--- config.mk ---
export PLATFORM = sky130hd
export DESIGN_NAME = qmem_traffic_gen
export DESIGN_NICKNAME = d
export VERILOG_FILES = /design/src/rtl/qmem_traffic_gen.sv
export SDC_FILE = /design/constraint.sdc
export NUM_CORES = 1
export LEC_CHECK = 0
export CAP_MARGIN = 20
export CORE_ASPECT_RATIO = 1.25
export CORE_MARGIN = 2
export CORE_UTILIZATION = 50
export CTS_CLUSTER_DIAMETER = 100
export DETAILED_ROUTE_END_ITERATION = 8
export PLACE_DENSITY_LB_ADDON = 0.1
export REMOVE_ABC_BUFFERS = 1
export SLEW_MARGIN = 20
export SYNTH_ARGS = -nofsm -noshare
export SYNTH_HDL_FRONTEND = slang
export SYNTH_SLANG_ARGS = --single-unit
--- constraint.sdc ---
create_clock -name clk -period 7.18 [get_ports clk]
set_input_delay 1.077 -clock clk [delete_from_list [all_inputs] [get_ports clk]]
set_output_delay 1.077 -clock clk [all_outputs]
set_load 0.01 [all_outputs]
--- src/rtl/qmem_traffic_gen.sv ---
// Pseudo-random qmem bus master: issues a run of LFSR-driven read/write transfers
// and reports per-type counts, error count and an XOR checksum of the read data.
module qmem_traffic_gen #(
  parameter int             QAW      = 32,
  parameter int             QDW      = 32,
  parameter int             QSW      = QDW / 8,
  parameter logic [QAW-1:0] ADR_BASE = '0,
  parameter logic [QAW-1:0] ADR_MSK  = 'h0000_0ffc,
  parameter logic [31:0]    SEED     = 32'h1234_5678,
  parameter int             GAP_MAX  = 3
) (
  input  logic           clk,
  input  logic           rst,
  input  logic           start,
  input  logic [15:0]    count,
  output logic           busy,
  output logic           done,
  output logic           cs,
  output logic           we,
  output logic [QAW-1:0] adr,
  output logic [QSW-1:0] sel,
  output logic [QDW-1:0] dat_w,
  input  logic [QDW-1:0] dat_r,
  input  logic           ack,
  input  logic           err,
  output logic [15:0]    wr_cnt,
  output logic [15:0]    rd_cnt,
  output logic [15:0]    err_cnt,
  output logic [QDW-1:0] rd_xor,
  output logic [2:0]     dbg_state
);

  localparam logic [2:0] S_IDLE  = 3'd0;
  localparam logic [2:0] S_LOAD  = 3'd1;
  localparam logic [2:0] S_GAP   = 3'd2;
  localparam logic [2:0] S_REQ   = 3'd3;
  localparam logic [2:0] S_DRAIN = 3'd4;
  localparam logic [2:0] S_DONE  = 3'd5;

  localparam logic [31:0] TAPS     = 32'h8020_0003;
  localparam logic [31:0] SEED_EFF = (SEED == 32'd0) ? 32'd1 : SEED;

  logic [2:0]     state_q;
  logic [31:0]    lfsr;
  logic [15:0]    count_q;
  logic [15:0]    xfer_cnt;
  logic [3:0]     gap_cnt;
  logic           rd_ack_q;
  logic [QSW-1:0] sel_q;

  logic [31:0]    lfsr_nxt;
  logic [3:0]     gap_nxt;
  logic [1:0]     low_nxt;
  logic [QAW-1:0] adr_nxt;
  logic [QSW-1:0] sel_nxt;
  logic [QDW-1:0] dat_nxt;
  logic [QDW-1:0] rd_mask;
  logic           xfer_end;
  logic           last_xfer;
  logic           issue;

  assign dbg_state = state_q;

  // All request fields and the following gap are decoded from the current LFSR word.
  always_comb begin
    lfsr_nxt = {1'b0, lfsr[31:1]} ^ (lfsr[0] ? TAPS : 32'd0);
    gap_nxt  = 4'(32'(lfsr[7:4]) % (GAP_MAX + 1));
    low_nxt  = 2'b00;
    sel_nxt  = QSW'(4'b1111);
    case (lfsr[3:2])
      2'd0: begin
        low_nxt = lfsr[9:8];
        sel_nxt = QSW'(4'b0001 << lfsr[9:8]);
      end
      2'd1: begin
        low_nxt = {lfsr[9], 1'b0};
        sel_nxt = lfsr[9] ? QSW'(4'b1100) : QSW'(4'b0011);
      end
      default: begin
        low_nxt = 2'b00;
        sel_nxt = QSW'(4'b1111);
      end
    endcase
    adr_nxt = ADR_BASE | (QAW'({lfsr[31:8], 2'b00}) & ADR_MSK) | QAW'(low_nxt);
    dat_nxt = QDW'({lfsr[15:0], lfsr[31:16]});
  end

  always_comb begin
    rd_mask = '0;
    for (int i = 0; i < QSW; i++) begin
      rd_mask[8*i +: 8] = {8{sel_q[i]}};
    end
  end

  assign xfer_end  = (state_q == S_REQ) && (ack || err);
  assign last_xfer = (xfer_cnt == count_q - 16'd1);
  // A zero gap keeps cs high and presents the next request straight after ack.
  assign issue = ((state_q == S_GAP) && (gap_cnt == 4'd0)) ||
                 (xfer_end && !last_xfer && (gap_nxt == 4'd0));

  always_ff @(posedge clk or posedge rst) begin
    if (rst) begin
      cs    <= 1'b0;
      we    <= 1'b0;
      adr   <= '0;
      sel   <= '0;
      dat_w <= '0;
      lfsr  <= SEED_EFF;
    end else if (issue) begin
      cs    <= 1'b1;
      we    <= lfsr[0];
      adr   <= adr_nxt;
      sel   <= sel_nxt;
      dat_w <= dat_nxt;
      lfsr  <= lfsr_nxt;
    end else if (xfer_end) begin
      cs <= 1'b0;
    end
  end

  always_ff @(posedge clk or posedge rst) begin
    if (rst) begin
      state_q  <= S_IDLE;
      count_q  <= '0;
      xfer_cnt <= '0;
      gap_cnt  <= '0;
      busy     <= 1'b0;
      done     <= 1'b0;
      wr_cnt   <= '0;
      rd_cnt   <= '0;
      err_cnt  <= '0;
      rd_xor   <= '0;
      rd_ack_q <= 1'b0;
      sel_q    <= '0;
    end else begin
      done     <= 1'b0;
      rd_ack_q <= 1'b0;
      // Read data arrives one cycle after its ack; sel_q holds that transfer's lanes.
      if (rd_ack_q) begin
        rd_xor <= rd_xor ^ (dat_r & rd_mask);
      end
      case (state_q)
        S_IDLE: begin
          if (start) begin
            count_q  <= count;
            xfer_cnt <= '0;
            wr_cnt   <= '0;
            rd_cnt   <= '0;
            err_cnt  <= '0;
            rd_xor   <= '0;
            busy     <= 1'b1;
            state_q  <= (count == 16'd0) ? S_DONE : S_LOAD;
          end
        end
        S_LOAD: begin
          gap_cnt <= gap_nxt;
          state_q <= S_GAP;
        end
        S_GAP: begin
          if (gap_cnt != 4'd0) begin
            gap_cnt <= gap_cnt - 4'd1;
          end else begin
            state_q <= S_REQ;
          end
        end
        S_REQ: begin
          if (xfer_end) begin
            sel_q    <= sel;
            xfer_cnt <= xfer_cnt + 16'd1;
            if (err) begin
              if (err_cnt != 16'hffff) begin
                err_cnt <= err_cnt + 16'd1;
              end
            end else if (we) begin
              wr_cnt <= wr_cnt + 16'd1;
            end else begin
              rd_cnt   <= rd_cnt + 16'd1;
              rd_ack_q <= 1'b1;
            end
            if (last_xfer) begin
              state_q <= S_DRAIN;
            end else if (gap_nxt != 4'd0) begin
              gap_cnt <= gap_nxt - 4'd1;
              state_q <= S_GAP;
            end
          end
        end
        S_DRAIN: begin
          state_q <= S_DONE;
        end
        S_DONE: begin
          done    <= 1'b1;
          busy    <= 1'b0;
          state_q <= S_IDLE;
        end
        default: begin
          state_q <= S_IDLE;
        end
      endcase
    end
  end

endmodule

Yosys cells after proc, flatten, opt, wreduce, memory -nomap -nowiden
Index checks and enable logic that the tools add are counted.

Word-level logic and storage cells: 120. Bits in registers: 228. Output and inout port bits: 155. Bits of input ports: 53.

Shift-type cells: 1. Mux-type cells: 43. $add $sub $neg: 7. Equality and inequality tests: 20. Bitwise logic cells: 4. Reduce and logical (&&, ||, !) cells: 27.

Operator list (count): 16-bit two-way mux (11); 32-bit two-way mux (4); 16-bit one-hot mux with 2 select lines (4); 16-bit by 1-bit adder with 16-bit output (second input constant) (4); 32-bit AND (1); 31-bit by 32-bit XOR with 32-bit output (1); 32-bit XOR (1); 4-bit two-way mux (5); 5-bit AND reduction (4); 3-bit two-way mux (6); 16-bit equality test (1); 16-bit zero test (1); 16-bit inequality test (second input constant) (1); 2-bit inequality test (second input constant) (8); 16-bit by 1-bit subtractor with 16-bit output (second input constant) (1); 3-bit one-hot mux with 5 select lines (1); 12-bit by 2-bit OR with 12-bit output (1); 4-bit one-hot mux with 3 select lines (1); 4-bit zero test (2); 1-bit two-way mux (8); 4-bit one-hot mux with 2 select lines (1); 4-bit nonzero test (2); 3-bit by 2-bit equality test with 1-bit output (second input constant) (2); 3-bit equality test (second input constant) (2); 19 further kinds (29).

Depth between registers and ports, before layout
Gate-level depths: netlist of the first run.

Word-level depth: 7. Gate-level depth with buffers: 13. Depth with buffers taken out: 10.

Worst setup path before layout of the first run
No wires, ideal clock.

Kind: register -> register. From: reg count_q[4]. To: reg adr[1]. Arrival time: 3.245 ns. Setup time: 0.125 ns. Required time: 7.055 ns. Period minus slack after synthesis: 3.370 ns. Stages on the path, launching flop included: 12. Path buffers: 3. Setup slack: 3.810 ns. Cells stage by stage: dfrtp_1 buf_2 or4_4 nor4b_4 nand3_1 a22o_1 or4_4 o21ba_2 or2_1 buf_6 buf_6 mux2_4.

Longest elaborated chain between the ends: 6.

Ends and longest elaborated chain: from (decl) (line 45) `logic [15:0] count_q;`; from (signal assigned) (line 145) `count_q <= count;`; 16-bit by 1-bit subtractor with 16-bit output (line 96) `assign last_xfer = (xfer_cnt == count_q - 16'd1);`; 16-bit equality test (line 96); 1-bit zero test (line 99) `(xfer_end && !last_xfer && (gap_nxt == 4'd0));`; 1-bit logical AND (2 in a row) (line 99); 1-bit logical OR (line 98) `assign issue = ((state_q == S_GAP) && (gap_cnt == 4'd0)) ||`; to (signal assigned) (line 112) `adr <= adr_nxt;`; to (decl) (line 20) `output logic [QAW-1:0] adr,`.

Every way passes these cells. A chain may end at the register's enable or synchronous reset.

Worst setup path after layout of the first run
From: reg count_q[0]. To: reg dat_w[20].

Longest elaborated chain between the ends: 6.

Ends and longest elaborated chain: 16-bit by 1-bit subtractor with 16-bit output (line 96); 16-bit equality test (line 96); 1-bit zero test (line 99); 1-bit logical AND (2 in a row) (line 99); 1-bit logical OR (line 98); to (signal assigned) (line 114) `dat_w <= dat_nxt;`; to (decl) (line 22) `output logic [QDW-1:0] dat_w,`.

Every way passes these cells.

==> results of run 1 <==
[sequential cells by signal (all words and copies together) (netlist names)]
| register | flops |
|---|---|
| rd_xor | 32 |
| dat_w | 31 |
| count_q | 16 |
| err_cnt | 16 |
| rd_cnt | 16 |
| wr_cnt | 16 |
| xfer_cnt | 16 |
| lfsr | 15 |
| gap_cnt | 4 |
| sel | 4 |
| sel_q | 4 |
| adr | 3 |
| dbg_state | 3 |
| busy | 1 |
| cs | 1 |
| done | 1 |
| rd_ack_q | 1 |
[cells by family after synthesis]
kind of cell,Yosys count
xor+xnor,105
compound gates,99
buf+inv,105
mux,66
simple gates,305
flops,180
other cells,1
fa+ha+maj,8
[worst max-delay path, cell delays in order (launching register included)]
cell	delay, ps
dfrtp_1	450
or4_1	720
nor4b_4	340
nand3_1	110
a22o_1	250
or4_4	560
o21ba_2	280
or2_2	430
buf_4	390
mux2_4	380
[cell usage after synthesis, types with 4 or more instances]
master	number	area share, %
and2_1	9	0.62
xnor2_1	24	2.3
buf_6	5	0.62
a21boi_0	4	0.33
mux2_4	40	6.6
o21ai_1	9	0.49
xor2_1	81	7.8
buf_2	4	0.22
nand3_1	20	1.1
nor3_1	16	0.88
nor4_1	9	0.62
o21a_1	5	0.41
a211oi_1	5	0.41
a21oi_1	20	1.1
dfstp_2	13	3.7
clkbuf_1	27	1.1
nand4_1	19	1.3
or2_2	4	0.27
mux2_2	21	2.6
buf_4	47	3.9
or3_1	7	0.48
nand2_1	64	2.6
and3_1	12	0.82
o21bai_1	4	0.33
dfrtp_1	167	46
nor2_1	119	4.9
nand2b_1	5	0.34
inv_1	20	0.82
o21ai_0	23	1.3
ha_1	8	1.1
[where the power goes]
part	total (W)	internal [W]	leakage [nW]	switching [W]
Clock	0.000999	0.000598	0.309	0.000401
Sequential	0.00168	0.00136	2.26	0.000318
Combinational	0.00166	0.000978	2.48	0.000681
Total	0.00433	0.00293	5.06	0.00140
[routing by layer]
metal | part of all wire (%) | track usage (%) | vias up
li1 | - | - | 3170
met1 | 45 | 26.9 | 3196
met2 | 49 | 34.7 | 157
met3 | 4.8 | 4.44 | 20
met4 | 1.5 | 7.04 | 0
met5 | 0 | 0 | -
[per-stage QoR]
step / instances / setup WS [ps] / total power [W] / util [%] / hold slack [ps]
floorplan: 803 / 172 / 0.00264 / - / 472
global placement: 1224 / 2840 / 0.00334 / 60.4 / 471
detailed placement: 1224 / 2820 / 0.00336 / 60.4 / 479
CTS: 1256 / 3130 / 0.00438 / 64.0 / 497
global route: 1256 / 2890 / 0.00460 / 64.0 / 521
finish: 1256 / 3140 / 0.00433 / 64.0 / 495
[cell type report]
type	instances	area share [%]
multi-input cells	603	35.5
repair buffers	193	16.6
well taps	228	2.47
flip-flops and latches	180	39.2
clock inverters	13	1.68
inverters	20	0.694
clock buffers	19	3.84
[worst min path at each step]
stage,startpoint,end,slack [ps],cells past startpoint
4_1_cts,adr[0],adr[0],500,1
3_3_place_gp,adr[0],adr[0],470,1
3_5_place_dp,adr[0],adr[0],480,1
5_1_grt,adr[0],adr[0],520,1
6_report,adr[0],adr[0],500,1
2_1_floorplan,sel_q[0],sel_q[0],470,1
==> reports/qor.csv, run 1 <==
stage,metric,value,unit
routing,via/cell ratio,5.21,
timing,fmax,0.247,GHz
synthesis,largest family of logic cells by synthesized area,simple AND/OR/NAND/NOR gates,
setup_path,CP Capture Point,dat_w[20],
place,I/O Buffers,187,
finish,layout net count,1076,
place,post-DP HPWL,14000,microns
clock_network,clock latency on the worst-skew pair,430,ps
setup_path,Critical Path Source Type,flop,
place,GPL Wtd Cong,0.841,
min_path,hold crit path type,reg2reg,
grt,GRT overflow,0,
setup_path,Crit path required time,7490,ps
timing,clk_skew,10.4,ps
setup_path,crit-path max FO,43,
clock_network,post-CTS setup buffers,0,
synthesis,"Distinct cells, synth",67,
synthesis,YS warnings,0,
finish,footprint of the multi-input gates,4090,sq um
clock_network,clock sinks,180,
timing,max-slew violations,0,
grt,first-pass GRT wire length,32700,microns
setup_path,R2R Path End,dat_w[20],
die,Chip Height,155,microns
die,FP Rows,55,
setup_path,Worst R2R Setup Slack,3140,ps
die,core box area,18000,sq um
routing,wire per inst,15.8,microns
finish,fin area,11500,sq um
setup_path,CP endpoint kind,flop,
timing,post-route setup TNS,0,ps
setup_path,reg2reg start,count_q[0],
die,starting density of the core,50.7,%
synthesis,Post-Synth Adder-Cell Area,1.09,%
die,Chip Width,125,microns
die,die area,19400,sq um
clock_network,CTS Buf Count,17,
finish,filler cell count,1502,
setup_path,Worst Setup SP,count_q[0],
synthesis,#FFs+latches synth,180,
routing,initial drt markers,375,
job,Max-cap violations,0,
grt,antenna violations before repair,0,
synthesis,synthesized instance count,869,
clock_network,"Clk pin slew, worst setup/hold paths",70,ps
timing,Final Setup Violations,0,
routing,Post-DRT Antenna Nets,0,
finish,Area Overhead vs Synth,26.1,%
finish,most frequent cells in the layout,"clkdlybuf4s50_1, dfrtp_1, nor2_1",
grt,vias in the first global route,6479,
synthesis,mux share of post-synthesis cell area,9.74,%
timing,final period utilization,56.3,%
status,status,completed,
power,Peak VDD IR,0.254,mV
grt,largest net degree at the start of global routing,108,
setup_path,"Arr. time, crit path",4350,ps
finish,"commonest non-fill, non-tap cell in the layout",clkdlybuf4s50_1,
synthesis,xor-xnor portion of the synthesized cell area,10.1,%
clock_network,H-tree levels,4,
finish,ANT cells,0,
power,Leak Pwr,5.06,nW
finish,layout cells sized above 1,12.2,%
synthesis,Synth Area in Compound Gates,6.91,%
routing,DRC Markers,0,
synthesis,Synth Area in Simple Gates,16.0,%
synthesis,sequential share of the synthesized area,49.4,%
clock_network,hold buffers post-CTS,0,
synthesis,ys async rst share,100,%
place,area after detailed placement,10900,sq um
timing,final hold viol count,0,
clock_network,Resize count post-CTS,0,
clock_network,CTS tree,done,
timing,unrepaired setup endpoints after global routing,no,
setup_path,Setup CP Type,reg2reg,
synthesis,Post-synth EDFFs,0,
routing,total number of vias,6543,
synthesis,Synth Flop Type,dfrtp_1,
setup_path,R2R cell count,9,
finish,Reg area,4520,sq um
routing,drt total wl,19900,microns
grt,gr usage total,20.7,%
timing,crit path time final,4040,ps
power,power per standard cell area,376,nW/um^2
synthesis,synthesized area,9150,sq um
timing,Least-Margin Pin Slew,963,ps
synthesis,average size of a mapped cell,10.5,sq um
clock_network,clk buf depth,2,
die,io pins,208,
clock_network,Root Buffer,clkbuf_16,
timing,Worst slew margin,35.8,%
routing,DRT Pass-1 Iters,4,
(Power assumes the default switching activity.)
==> run 2: changes to the inputs <==
--- a/config.mk
+++ b/config.mk
@@ -8,7 +8,7 @@
 export CAP_MARGIN = 20
 export CORE_ASPECT_RATIO = 1.25
 export CORE_MARGIN = 2
-export CORE_UTILIZATION = 50
+export CORE_UTILIZATION = 46
 export CTS_CLUSTER_DIAMETER = 100
 export DETAILED_ROUTE_END_ITERATION = 8
 export PLACE_DENSITY_LB_ADDON = 0.1
==> constraint.sdc (replaced) <==
create_clock -name clk -period 3.7 [get_ports clk]
set_input_delay 0.555 -clock clk [delete_from_list [all_inputs] [get_ports clk]]
set_output_delay 0.555 -clock clk [all_outputs]
set_load 0.01 [all_outputs]
==> run 2 against run 1 <==
Effect of this change:
- sequential share of layout area down 0.55 points
- worst setup slack lost 3000 ps
- clock power up 84%
- via count increased by 0.21%
- global-route usage fell by 0.86 points
- routed wire length rose by 3.6%
- final area up 1.4%
- register-to-register slack worse by 3000 ps
- final cell count up 4.1%
- largest power group is now combinational logic
- highest routed layer unchanged
==> reports/qor.csv, run 2 (synthesis gave the netlist of run 1 again) <==
stage,metric,value,unit,change
timing,final period utilization,95.7,%,+39 points
setup_path,highest-delay cell along the critical path,or4_4,,
grt,vias in the first global route,6505,,+0.40%
routing,initial drt markers,446,,+19%
clock_network,clock sinks,180,,unchanged
power,Leak Pwr,5.12,nW,+1.3%
die,core box area,19500,sq um,+8.0%
timing,crit path time final,3540,ps,-503 ps
grt,antenna violations before repair,0,,unchanged
clock_network,CTS Buf Count,17,,unchanged
setup_path,Crit path required time,4000,ps,-3490 ps
die,Chip Width,130,microns,+4.1%
setup_path,Critical Path Source Type,flop,,
setup_path,worst-path cell chain,inv_1 -> ha_1 -> or3b_4 -> nor4_1 -> o21bai_1 -> a22o_1 -> or4_4 -> o21ba_2 -> or2_2 -> buf_12 -> mux2_1,,
routing,Post-DRT Antenna Nets,0,,unchanged
min_path,hold depth,1,,unchanged
power,power per standard cell area,719,nW/um^2,+91%
timing,max-slew violations,0,,unchanged
die,die area,21000,sq um,+8.4%
setup_path,Stages on worst setup path,11,,+2
finish,fin area,11700,sq um,+1.4%
status,status,completed,,
grt,gr usage total,19.9,%,-0.86 points
setup_path,CP endpoint kind,flop,,
setup_path,crit-path max FO,26,,-40%
place,I/O Buffers,187,,unchanged
die,starting density of the core,47.0,%,-3.8 points
die,FP Rows,57,,+3.6%
finish,layout net count,1090,,+1.3%
timing,clk_skew,11.3,ps,+0.876 ps
clock_network,clk buf depth,2,,unchanged
timing,Least-Margin Pin Slew,769,ps,-193 ps
timing,final hold viol count,0,,unchanged
clock_network,"Clk pin slew, worst setup/hold paths",70,ps,about the same
finish,layout cells sized above 1,13.5,%,+1.4 points
grt,first-pass GRT wire length,33200,microns,+1.7%
routing,DRT Pass-1 Iters,4,,unchanged
clock_network,Root Buffer,clkbuf_16,,
timing,Final Setup Violations,0,,unchanged
timing,Final WS setup,159,ps,-2980 ps
routing,drt total wl,20600,microns,+3.6%
place,post-DP HPWL,14700,microns,+5.3%
finish,max reg flops,32,,unchanged
finish,leading registers by flop count,"rd_xor x32, dat_w x31",,
routing,wire per inst,15.8,microns,-0.46%
setup_path,R2R cell count,11,,+2
routing,via/cell ratio,5.02,,-3.7%
grt,GRT overflow,0,,unchanged
finish,ANT cells,0,,unchanged
place,GPL Wtd Cong,0.877,,+4.3%
die,io pins,208,,unchanged
routing,total number of vias,6557,,+0.21%
setup_path,largest delay contributor family on the critical path,simple AND/OR/NAND/NOR gates,,
power,Tot Pwr,0.00841,W,+94%
setup_path,"Arr. time, crit path",3840,ps,-510 ps
setup_path,CP Buf/Inv Count,2,,+1
grt,largest net degree at the start of global routing,72,,-33%
place,area after detailed placement,11100,sq um,+1.7%
clock_network,H-tree levels,4,,unchanged
min_path,hold crit path type,reg2reg,,
routing,DRC Markers,0,,unchanged
place,pre-CTS WS,149,ps,-2670 ps
finish,filler cell count,1726,,+15%
finish,most frequent cells in the layout,"clkdlybuf4s50_1, dfrtp_1, nor2_1",,
finish,"commonest non-fill, non-tap cell in the layout",clkdlybuf4s50_1,,
timing,fmax,0.282,GHz,+14%
setup_path,Worst path max stage delay,570,ps,-150 ps
setup_path,Setup CP Type,reg2reg,,
job,Max-cap violations,0,,unchanged
finish,Area Overhead vs Synth,27.9,%,
clock_network,clock latency on the worst-skew pair,420,ps,about the same
power,Peak VDD IR,0.464,mV,+83%
die,Chip Height,162,microns,+4.1%
timing,Worst slew margin,48.3,%,+13 points
finish,largest register by flop count,rd_xor,,
clock_network,CTS tree,done,,
timing,unrepaired setup endpoints after global routing,no,,
==> run 2: cell types whose count changed in the layout (fill, tap and decap cells not counted) <==
cell / change
nor3b_2: -1
or3b_4: +1
clkinv_4: -2
buf_4: +11
inv_6: -1
inv_8: +3
nor3b_4: +1
buf_12: +3
clkinvlp_4: +3
or3b_1: -1
bufinv_16: -2
clkbuf_1: -1
==> run 2: path summary, 6_finish.rpt <==
path	from	to	slack, ps
max in group asynchronous	rst	lfsr[14]	2310
worst min-delay path	sel_q[3]	sel_q[3]	500
worst max-delay path	count_q[0]	sel[3]	160
worst max register to register	count_q[0]	sel[3]	160
min in group asynchronous	rst	rd_xor[17]	570
worst min register to register	sel_q[3]	sel_q[3]	500
==> run 2: per-stage QoR <==
| step | hold slack, ps | util (%) | std cells | setup TNS [ps] |
|---|---|---|---|---|
| floorplan | 472 | - | 803 | -505220 |
| global placement | 479 | 56.9 | 1275 | 0 |
| detailed placement | 475 | 56.9 | 1275 | 0 |
| CTS | 505 | 60.0 | 1307 | 0 |
| global route | 517 | 60.1 | 1307 | 0 |
| finish | 503 | 60.1 | 1307 | 0 |
==> run 2: where the power goes <==
| group | internal (W) | switching [W] |
|---|---|---|
| clock | 0.00104 | 0.000803 |
| sequential | 0.00263 | 0.000590 |
| combinational | 0.00197 | 0.00137 |
| total | 0.00564 | 0.00276 |
==> run 2: layout make-up <==
| type | count | area, sq um | share of cell area, % |
|---|---|---|---|
| multi-input cells | 603 | 4100 | 35.1 |
| flip-flops and latches | 180 | 4520 | 38.7 |
| clock inverters | 14 | 164 | 1.40 |
| well taps | 265 | 332 | 2.83 |
| repair buffers | 207 | 2060 | 17.6 |
| clock buffers | 18 | 439 | 3.75 |
| inverters | 20 | 80.1 | 0.685 |
==> run 2: repair_timing <==
item / in CTS / in global routing
gates resized for setup: 0 / 2
endpoints found under the setup margin: 0 / 34
hold buffers: 0 / 0
setup buffers: 0 / 0
==> run 2: layer usage <==
layer  global-route usage (%)  share of wire (%)  vias to the layer above
met2                     31.9                 48                      150
met3                     5.07                5.1                       22
met4                     6.84                2.0                        0
met5                        0                  0                        -
met1                     26.2                 45                     3188
li1                         -                  -                     3197
